`config.mk`:
```
export PLATFORM = sky130hd
export DESIGN_NAME = cache_ctrl_fsm_flat
export DESIGN_NICKNAME = d
export VERILOG_FILES = /design/src/rtl/cache_ctrl_fsm_if.sv /design/src/rtl/cache_ctrl_fsm.sv /design/src/flat_wrapper.sv
export SDC_FILE = /design/constraint.sdc
export NUM_CORES = 2
export LEC_CHECK = 0
export CAP_MARGIN = 20
export CORE_AREA = 2 2 464 466
export CTS_CLUSTER_DIAMETER = 80
export DETAILED_ROUTE_END_ITERATION = 12
export DIE_AREA = 0 0 466 468
export PLACE_DENSITY = 0.34
export SLEW_MARGIN = 15
export SYNTH_ARGS = -nofsm -noshare
export SYNTH_HDL_FRONTEND = slang
export SYNTH_SLANG_ARGS = --single-unit
```
`constraint.sdc`:
```
create_clock -name clk -period 3.44 [get_ports clk]
set_clock_uncertainty 0.05 [all_clocks]
set_input_delay 0.516 -clock clk [delete_from_list [all_inputs] [get_ports clk]]
set_output_delay 0.516 -clock clk [all_outputs]
set_load 0.05 [all_outputs]
```
`src/rtl/cache_ctrl_fsm_if.sv`:
```
`default_nettype none
// ============================================================================
// Module      : cache_ctrl_fsm_if
// Description : CPU, cache-array and memory buses of the cache controller.
//               The master modport is the controller side.
// Revision    : 1.0 - initial release
// ============================================================================
interface cache_ctrl_fsm_if #(
    parameter int ADDR_WIDTH = 28,
    parameter int DATA_WIDTH = 32,
    parameter int BLOCK_SIZE = 256,
    parameter int TAG_WIDTH  = 15
) ();
    logic                  cpu_req;
    logic                  cpu_we;
    logic [ADDR_WIDTH-1:0] cpu_addr;
    logic [DATA_WIDTH-1:0] cpu_wdata;
    logic [DATA_WIDTH-1:0] cpu_rdata;
    logic                  cpu_ready;

    logic [ADDR_WIDTH-1:0] cm_addr;
    logic [BLOCK_SIZE-1:0] cm_data_write;
    logic                  cm_dirty_write;
    logic                  cm_write_en;
    logic [BLOCK_SIZE-1:0] cm_data_read;
    logic                  cm_dirty_read;
    logic                  cm_hit;
    logic [TAG_WIDTH-1:0]  cm_replace_tag;

    logic                  mem_req;
    logic                  mem_we;
    logic [ADDR_WIDTH-1:0] mem_addr;
    logic [BLOCK_SIZE-1:0] mem_wdata;
    logic [BLOCK_SIZE-1:0] mem_rdata;
    logic                  mem_ack;

    modport master (
        input  cpu_req, cpu_we, cpu_addr, cpu_wdata,
        input  cm_data_read, cm_dirty_read, cm_hit, cm_replace_tag,
        input  mem_rdata, mem_ack,
        output cpu_rdata, cpu_ready,
        output cm_addr, cm_data_write, cm_dirty_write, cm_write_en,
        output mem_req, mem_we, mem_addr, mem_wdata
    );

    modport slave (
        output cpu_req, cpu_we, cpu_addr, cpu_wdata,
        output cm_data_read, cm_dirty_read, cm_hit, cm_replace_tag,
        output mem_rdata, mem_ack,
        input  cpu_rdata, cpu_ready,
        input  cm_addr, cm_data_write, cm_dirty_write, cm_write_en,
        input  mem_req, mem_we, mem_addr, mem_wdata
    );
endinterface
`default_nettype wire

```
`src/rtl/cache_ctrl_fsm.sv`:
```
`default_nettype none
// ============================================================================
// Module      : cache_ctrl_fsm
// Description : Direct-mapped cache sequencer: lookup, dirty writeback, line
//               fill, array update, CPU response. Optional hit/miss/writeback
//               counters when CACHE_CTRL_STATS_EN is defined.
// Revision    : 1.0 - initial release
// ============================================================================
module cache_ctrl_fsm #(
    parameter int ADDR_WIDTH = 28,
    parameter int DATA_WIDTH = 32,
    parameter int BLOCK_SIZE = 256,
    parameter int TAG_WIDTH  = 15
) (
    input  wire logic            clk,
    input  wire logic            rst_n,
    cache_ctrl_fsm_if.master     bus
`ifdef CACHE_CTRL_STATS_EN
    ,
    output logic [31:0]          stat_hits,
    output logic [31:0]          stat_misses,
    output logic [31:0]          stat_wbacks
`endif
);
    localparam int c_WORDS    = BLOCK_SIZE / DATA_WIDTH;
    localparam int c_OFFSET_W = $clog2(c_WORDS);
    localparam int c_INDEX_W  = ADDR_WIDTH - TAG_WIDTH - c_OFFSET_W;
    localparam int c_BASE_W   = $clog2(BLOCK_SIZE);
    localparam int c_DW_LOG   = $clog2(DATA_WIDTH);

    typedef enum logic [2:0] {
        S_IDLE      = 3'd0,
        S_LOOKUP    = 3'd1,
        S_COMPARE   = 3'd2,
        S_WRITEBACK = 3'd3,
        S_FILL      = 3'd4,
        S_UPDATE    = 3'd5,
        S_RESPOND   = 3'd6
    } state_t;

    state_t                r_state;
    state_t                w_state_next;
    logic [ADDR_WIDTH-1:0] r_addr;
    logic                  r_we;
    logic [DATA_WIDTH-1:0] r_wdata;
    logic [BLOCK_SIZE-1:0] r_line;    // victim/hit line, then fill data
    logic [TAG_WIDTH-1:0]  r_vtag;
    logic [DATA_WIDTH-1:0] r_rdata;

    logic [c_OFFSET_W-1:0] w_offset;
    logic [c_INDEX_W-1:0]  w_index;
    logic [TAG_WIDTH-1:0]  w_tag;
    logic [c_BASE_W-1:0]   w_bit_base;
    logic [BLOCK_SIZE-1:0] w_merged;

    assign w_offset   = r_addr[c_OFFSET_W-1:0];
    assign w_index    = r_addr[c_OFFSET_W +: c_INDEX_W];
    assign w_tag      = r_addr[ADDR_WIDTH-1 -: TAG_WIDTH];
    assign w_bit_base = {w_offset, {c_DW_LOG{1'b0}}};

    always_comb begin
        w_merged = r_line;
        w_merged[w_bit_base +: DATA_WIDTH] = r_wdata;
    end

    always_ff @(posedge clk) begin
        if (!rst_n) begin
            r_state <= S_IDLE;
            r_addr  <= '0;
            r_we    <= 1'b0;
            r_wdata <= '0;
            r_line  <= '0;
            r_vtag  <= '0;
            r_rdata <= '0;
        end else begin
            r_state <= w_state_next;
            case (r_state)
                S_IDLE: begin
                    if (bus.cpu_req) begin
                        r_addr  <= bus.cpu_addr;
                        r_we    <= bus.cpu_we;
                        r_wdata <= bus.cpu_wdata;
                    end
                end
                S_COMPARE: begin
                    r_line  <= bus.cm_data_read;
                    r_vtag  <= bus.cm_replace_tag;
                    r_rdata <= (bus.cm_hit && !r_we) ?
                               bus.cm_data_read[w_bit_base +: DATA_WIDTH] : '0;
                end
                S_FILL: begin
                    if (bus.mem_ack) begin
                        r_line  <= bus.mem_rdata;
                        r_rdata <= r_we ? '0 : bus.mem_rdata[w_bit_base +: DATA_WIDTH];
                    end
                end
                default: ;
            endcase
        end
    end

    always_comb begin
        w_state_next       = r_state;
        bus.cpu_rdata      = '0;
        bus.cpu_ready      = 1'b0;
        bus.cm_addr        = r_addr;
        bus.cm_data_write  = '0;
        bus.cm_dirty_write = 1'b0;
        bus.cm_write_en    = 1'b0;
        bus.mem_req        = 1'b0;
        bus.mem_we         = 1'b0;
        bus.mem_addr       = '0;
        bus.mem_wdata      = '0;
        case (r_state)
            S_IDLE:   if (bus.cpu_req) w_state_next = S_LOOKUP;
            S_LOOKUP: w_state_next = S_COMPARE;
            S_COMPARE: begin
                if (bus.cm_hit)             w_state_next = r_we ? S_UPDATE : S_RESPOND;
                else if (bus.cm_dirty_read) w_state_next = S_WRITEBACK;
                else                        w_state_next = S_FILL;
            end
            S_WRITEBACK: begin
                bus.mem_req   = 1'b1;
                bus.mem_we    = 1'b1;
                bus.mem_addr  = {r_vtag, w_index, {c_OFFSET_W{1'b0}}};
                bus.mem_wdata = r_line;
                if (bus.mem_ack) w_state_next = S_FILL;
            end
            S_FILL: begin
                bus.mem_req  = 1'b1;
                bus.mem_addr = {w_tag, w_index, {c_OFFSET_W{1'b0}}};
                if (bus.mem_ack) w_state_next = S_UPDATE;
            end
            S_UPDATE: begin
                bus.cm_write_en    = 1'b1;
                bus.cm_data_write  = r_we ? w_merged : r_line;
                bus.cm_dirty_write = r_we;
                w_state_next       = S_RESPOND;
            end
            S_RESPOND: begin
                bus.cpu_ready = 1'b1;
                bus.cpu_rdata = r_rdata;
                w_state_next  = S_IDLE;
            end
            default: w_state_next = S_IDLE;
        endcase
    end

`ifdef CACHE_CTRL_STATS_EN
    logic [31:0] r_stat_hits;
    logic [31:0] r_stat_misses;
    logic [31:0] r_stat_wbacks;

    always_ff @(posedge clk) begin
        if (!rst_n) begin
            r_stat_hits   <= '0;
            r_stat_misses <= '0;
            r_stat_wbacks <= '0;
        end else begin
            if (r_state == S_COMPARE) begin
                if (bus.cm_hit) begin
                    if (r_stat_hits != '1) r_stat_hits <= r_stat_hits + 32'd1;
                end else begin
                    if (r_stat_misses != '1) r_stat_misses <= r_stat_misses + 32'd1;
                end
            end
            if (r_state == S_WRITEBACK && bus.mem_ack && r_stat_wbacks != '1)
                r_stat_wbacks <= r_stat_wbacks + 32'd1;
        end
    end

    assign stat_hits   = r_stat_hits;
    assign stat_misses = r_stat_misses;
    assign stat_wbacks = r_stat_wbacks;
`endif
endmodule
`default_nettype wire

```
`src/flat_wrapper.sv`:
```
// flat-port wrapper written by rule: the top's interface ports become plain ports
module cache_ctrl_fsm_flat 
#(
    parameter int ADDR_WIDTH = 28,
    parameter int DATA_WIDTH = 32,
    parameter int BLOCK_SIZE = 256,
    parameter int TAG_WIDTH  = 15
)
  (clk, rst_n, bus_cpu_req, bus_cpu_we, bus_cpu_addr, bus_cpu_wdata, bus_cm_data_read, bus_cm_dirty_read, bus_cm_hit, bus_cm_replace_tag, bus_mem_rdata, bus_mem_ack, bus_cpu_rdata, bus_cpu_ready, bus_cm_addr, bus_cm_data_write, bus_cm_dirty_write, bus_cm_write_en, bus_mem_req, bus_mem_we, bus_mem_addr, bus_mem_wdata);
  cache_ctrl_fsm_if #(.ADDR_WIDTH(ADDR_WIDTH), .DATA_WIDTH(DATA_WIDTH), .BLOCK_SIZE(BLOCK_SIZE), .TAG_WIDTH(TAG_WIDTH)) bus_i ();
  input  wire logic clk;
  input  wire logic rst_n;
  input wire logic [$bits(bus_i.cpu_req)-1:0] bus_cpu_req;
  input wire logic [$bits(bus_i.cpu_we)-1:0] bus_cpu_we;
  input wire logic [$bits(bus_i.cpu_addr)-1:0] bus_cpu_addr;
  input wire logic [$bits(bus_i.cpu_wdata)-1:0] bus_cpu_wdata;
  input wire logic [$bits(bus_i.cm_data_read)-1:0] bus_cm_data_read;
  input wire logic [$bits(bus_i.cm_dirty_read)-1:0] bus_cm_dirty_read;
  input wire logic [$bits(bus_i.cm_hit)-1:0] bus_cm_hit;
  input wire logic [$bits(bus_i.cm_replace_tag)-1:0] bus_cm_replace_tag;
  input wire logic [$bits(bus_i.mem_rdata)-1:0] bus_mem_rdata;
  input wire logic [$bits(bus_i.mem_ack)-1:0] bus_mem_ack;
  output wire logic [$bits(bus_i.cpu_rdata)-1:0] bus_cpu_rdata;
  output wire logic [$bits(bus_i.cpu_ready)-1:0] bus_cpu_ready;
  output wire logic [$bits(bus_i.cm_addr)-1:0] bus_cm_addr;
  output wire logic [$bits(bus_i.cm_data_write)-1:0] bus_cm_data_write;
  output wire logic [$bits(bus_i.cm_dirty_write)-1:0] bus_cm_dirty_write;
  output wire logic [$bits(bus_i.cm_write_en)-1:0] bus_cm_write_en;
  output wire logic [$bits(bus_i.mem_req)-1:0] bus_mem_req;
  output wire logic [$bits(bus_i.mem_we)-1:0] bus_mem_we;
  output wire logic [$bits(bus_i.mem_addr)-1:0] bus_mem_addr;
  output wire logic [$bits(bus_i.mem_wdata)-1:0] bus_mem_wdata;
  assign bus_i.cpu_req = bus_cpu_req;
  assign bus_i.cpu_we = bus_cpu_we;
  assign bus_i.cpu_addr = bus_cpu_addr;
  assign bus_i.cpu_wdata = bus_cpu_wdata;
  assign bus_i.cm_data_read = bus_cm_data_read;
  assign bus_i.cm_dirty_read = bus_cm_dirty_read;
  assign bus_i.cm_hit = bus_cm_hit;
  assign bus_i.cm_replace_tag = bus_cm_replace_tag;
  assign bus_i.mem_rdata = bus_mem_rdata;
  assign bus_i.mem_ack = bus_mem_ack;
  assign bus_cpu_rdata = bus_i.cpu_rdata;
  assign bus_cpu_ready = bus_i.cpu_ready;
  assign bus_cm_addr = bus_i.cm_addr;
  assign bus_cm_data_write = bus_i.cm_data_write;
  assign bus_cm_dirty_write = bus_i.cm_dirty_write;
  assign bus_cm_write_en = bus_i.cm_write_en;
  assign bus_mem_req = bus_i.mem_req;
  assign bus_mem_we = bus_i.mem_we;
  assign bus_mem_addr = bus_i.mem_addr;
  assign bus_mem_wdata = bus_i.mem_wdata;
  cache_ctrl_fsm #(.ADDR_WIDTH(ADDR_WIDTH), .DATA_WIDTH(DATA_WIDTH), .BLOCK_SIZE(BLOCK_SIZE), .TAG_WIDTH(TAG_WIDTH)) u_core (.clk(clk), .rst_n(rst_n), .bus(bus_i));
endmodule
```
==> run_results.csv <==
group,metric,value,unit
placed_design,gp_congestion,0.896,
worst_setup_path,rr_startpoint,"u_core.bus.cm_addr[0]",
floorplan,die_y,468,microns
routing,vias,32800,
floorplan,die_width,466,microns
global_routing,grt_pass1_vias,32700,
synthesis,synth_cells,3401,
final_layout,drive_above_1_share,36.9,%
floorplan,coreArea,213000,sq um
synthesis,ys_types,47,
placed_design,io_buffers,1195,
global_routing,grt_use_total,24.1,%
clock_network,clkTransAtPathRegs,0.06,ns
synthesis,synth_seq_cells,367,
routing,post-route-drc-count,0,
sta,rsz0062_at_grt,"true",
sta,fin_ws,-0.0778,ns
floorplan,start_util,12.0,%
clock_network,cts_buffers,71,
worst_setup_path,cp-end-kind,"output pin",
sta,period_needed,3.52,ns
final_layout,layout.cells.non_filler,7464,
synthesis,synth_ff_type,"dfxtp_1",
power,p_leak,0.0245,uW
global_routing,antenna_found_initial,130,
floorplan,row_count,170,
final_layout,fillers,22600,
global_routing,grt_max_degree,113,
placed_design,hpwl,209,mm
worst_setup_path,cp-start-kind,"flip-flop",
synthesis,ys_warn_count,0,
synthesis,synth_edf_count,0,
clock_network,root_buffer,"clkbuf_16",
routing,first_pass_iters,5,
final_layout,multiInputGateArea,21700,sq um
sta,setup_tns,-2.09,ns
worst_setup_path,crit_start,"u_core.bus.cm_addr[1]",
power,p_per_area,404,nW/um^2
clock_network,cts_tree,"yes",
sta,setup_violations,94,
worst_setup_path,critical_path_class,"reg -> out",
synthesis,synth.avg_cell_area,7.52,sq um
synthesis,netlist_area,25600,sq um
sta,fmax,0.284,GHz
worst_setup_path,crit_fanout,8,
power,ir_drop,0.378,mV
routing,wirelength,278,mm
sta,hold_violations,0,
global_routing,grt_pass1_wl,347,mm
worst_setup_path,r2r_setup_slack,0.32,ns
worst_setup_path,cp.required,2.87,ns
routing,wl_per_cell,37.3,microns
final_layout,area_growth_syn_to_layout,119,%
sta,tightest_slew,1.41,ns
synthesis,ys_seq_area_share,28.7,%
worst_setup_path,crit_end,"bus_cm_data_write[61]",
sta,maxSlewViolCount,0,
clock_network,cts_htree_levels,3,
worst_setup_path,reg2reg_to,"u_core.r_rdata[16]",
placed_design,numPlacedInstances,7200,
clock_network,clk_latency,0.70,ns
routing,antenna_left,0,
clock_network,clockBufferDepth,3,
final_layout,final_nets,5129,
global_routing,grt_overflow,0,
run_status,outcome,"finished with violations",
worst_hold_path,hold_path.class,"in -> reg",
worst_hold_path,hold_depth,2,
synthesis,synth-async-reset-ratio,0,%
run_status,violations,"setup timing",
routing,viasPerCell,4.40,
clock_network,cts_sinks,367,
final_layout,final-seq-area,7380,sq um
floorplan,pin_count,1199,
job,cap_violations,0,
clock_network,cts_hold_buf,0,
floorplan,dieArea,218000,sq um
routing,drt_iter0_drc,2675,
sta,relSlewSlack,5.87,%
worst_setup_path,r2r.worst_path.cells,8,
worst_setup_path,cp.arrival,2.95,ns
sta,period_share,102,%
[flip-flops by register name, summed over array words and instances (netlist names)]
name,flops
u_core.bus.cm_addr,28
u_core.r_line,256
u_core.r_rdata,32
u_core.r_state,3
u_core.r_vtag,15
u_core.r_wdata,32
u_core.r_we,1
[routing by layer]
layer  share of wire [%]  vias to the layer above  GRT usage (%)
met5                0.17                        -              0
met4                 3.0                       72           7.57
met3                 9.6                      353           8.83
met2                  46                     1652           38.3
met1                  42                    16700           30.1
li1                    -                    14100              -
[placed cells by master (no fill, tap or decap), drive strengths merged, types with 2 or more instances in the layout]
cell and instances:
dlygate4sd2 13, inv 8, mux2i 33, nand2b 5
clkinvlp 8, clkdlybuf4s50 620, nand3 261, o211a 256
clkinv 14, ha 3, a22o 15, buf 785
nor3b 4, o21a 2, mux4 128, diode 42
a21oi 259, o21ai 34, clkbuf 102, or2 2
nand2 1181, mux2 32, a21boi 76, conb 3
nand3b 3, dfxtp 367, and2 298, and3 4
bufinv 8, nor2 7, a32oi 32, nor2b 6
[per-stage QoR]
stage	hold slack (ns)	power [uW]	setup slack, ns	cell area [sq um]	util (%)
after floorplan	0.393	9880	-0.00707	27900	-
after global placement	0.404	14300	0.148	48900	22.9
after detailed placement	0.410	14400	0.140	48900	22.9
after CTS	0.0718	22700	-0.191	53800	25.2
after global routing	0.119	23500	-0.204	56100	26.3
final	0.147	22700	-0.0778	56100	26.3
[synth_stat cells, types with 16 or more instances]
| cell type | instances | area [sq um] |
|---|---|---|
| nand2_1 | 1181 | 4430 |
| dfxtp_1 | 367 | 7350 |
| and2_1 | 298 | 1860 |
| nand3_1 | 261 | 1310 |
| a21oi_1 | 258 | 1290 |
| o211a_1 | 256 | 2560 |
| clkbuf_1 | 230 | 863 |
| mux4_2 | 128 | 2880 |
| buf_2 | 110 | 551 |
| a21boi_0 | 39 | 293 |
| a21boi_1 | 37 | 278 |
| mux2i_1 | 33 | 330 |
| a32oi_1 | 32 | 280 |
| mux2_2 | 32 | 360 |
| o21ai_1 | 32 | 160 |
| buf_4 | 16 | 120 |
[cell families after synthesis]
logic type               synth area share (%)
buffers and inverters                    6.45
multiplexers                             14.0
adder cells (fa/ha/maj)                 0.147
other                                  0.0147
AO/OA/AOI/OAI                            19.9
AND/OR/NAND/NOR                          30.8
flip-flops                               28.7
[critical path, cell delays in order (launching register included)]
cell and delay (ns):
dfxtp_4 0.36, clkinv_4 0.05, ha_4 0.17, ha_4 0.30, nand3b_1 0.10, buf_6 0.14
buf_6 0.12, nor2_4 0.14, buf_6 0.15, buf_16 0.22, buf_12 0.14, nand2_4 0.05
a21oi_4 0.14, buf_12 0.15
[timing repair]
item                                   in CTS  in global routing
setup buffers                              42                 20
setup endpoints to repair                 375                295
pin swaps                                 190                332
gates resized for setup                   379                380
endpoints found under the hold margin       0                  0
gates cloned                               23                 13
[final cells by class]
cell class,instances,share of cell area [%]
inverter,5,0.0424
sequential,367,13.1
timing repair buffer,1430,37.2
clock buffer,92,3.58
antenna,42,0.187
tap,2838,6.33
multi-input combinational,2657,38.7
clock inverter,33,0.836
[power by group]
group          leakage (uW)  switching (uW)  internal (uW)
Combinational        0.0203            5030           3150
Sequential          0.00301            1590           5140
Clock               0.00119            3050           4740
[worst min-delay path by stage]
stage / from / end / slack, ns
final: rst_n / u_core.bus.cm_addr[17] / 0.15
after global routing: rst_n / u_core.r_line[92] / 0.12
after CTS: rst_n / u_core.r_line[126] / 0.07
after detailed placement: u_core.r_vtag[9] / u_core.r_vtag[9] / 0.41
after global placement: u_core.r_vtag[2] / u_core.r_vtag[2] / 0.40
after floorplan: u_core.r_vtag[10] / u_core.r_vtag[10] / 0.39
Power figures use the tool's default switching activity.
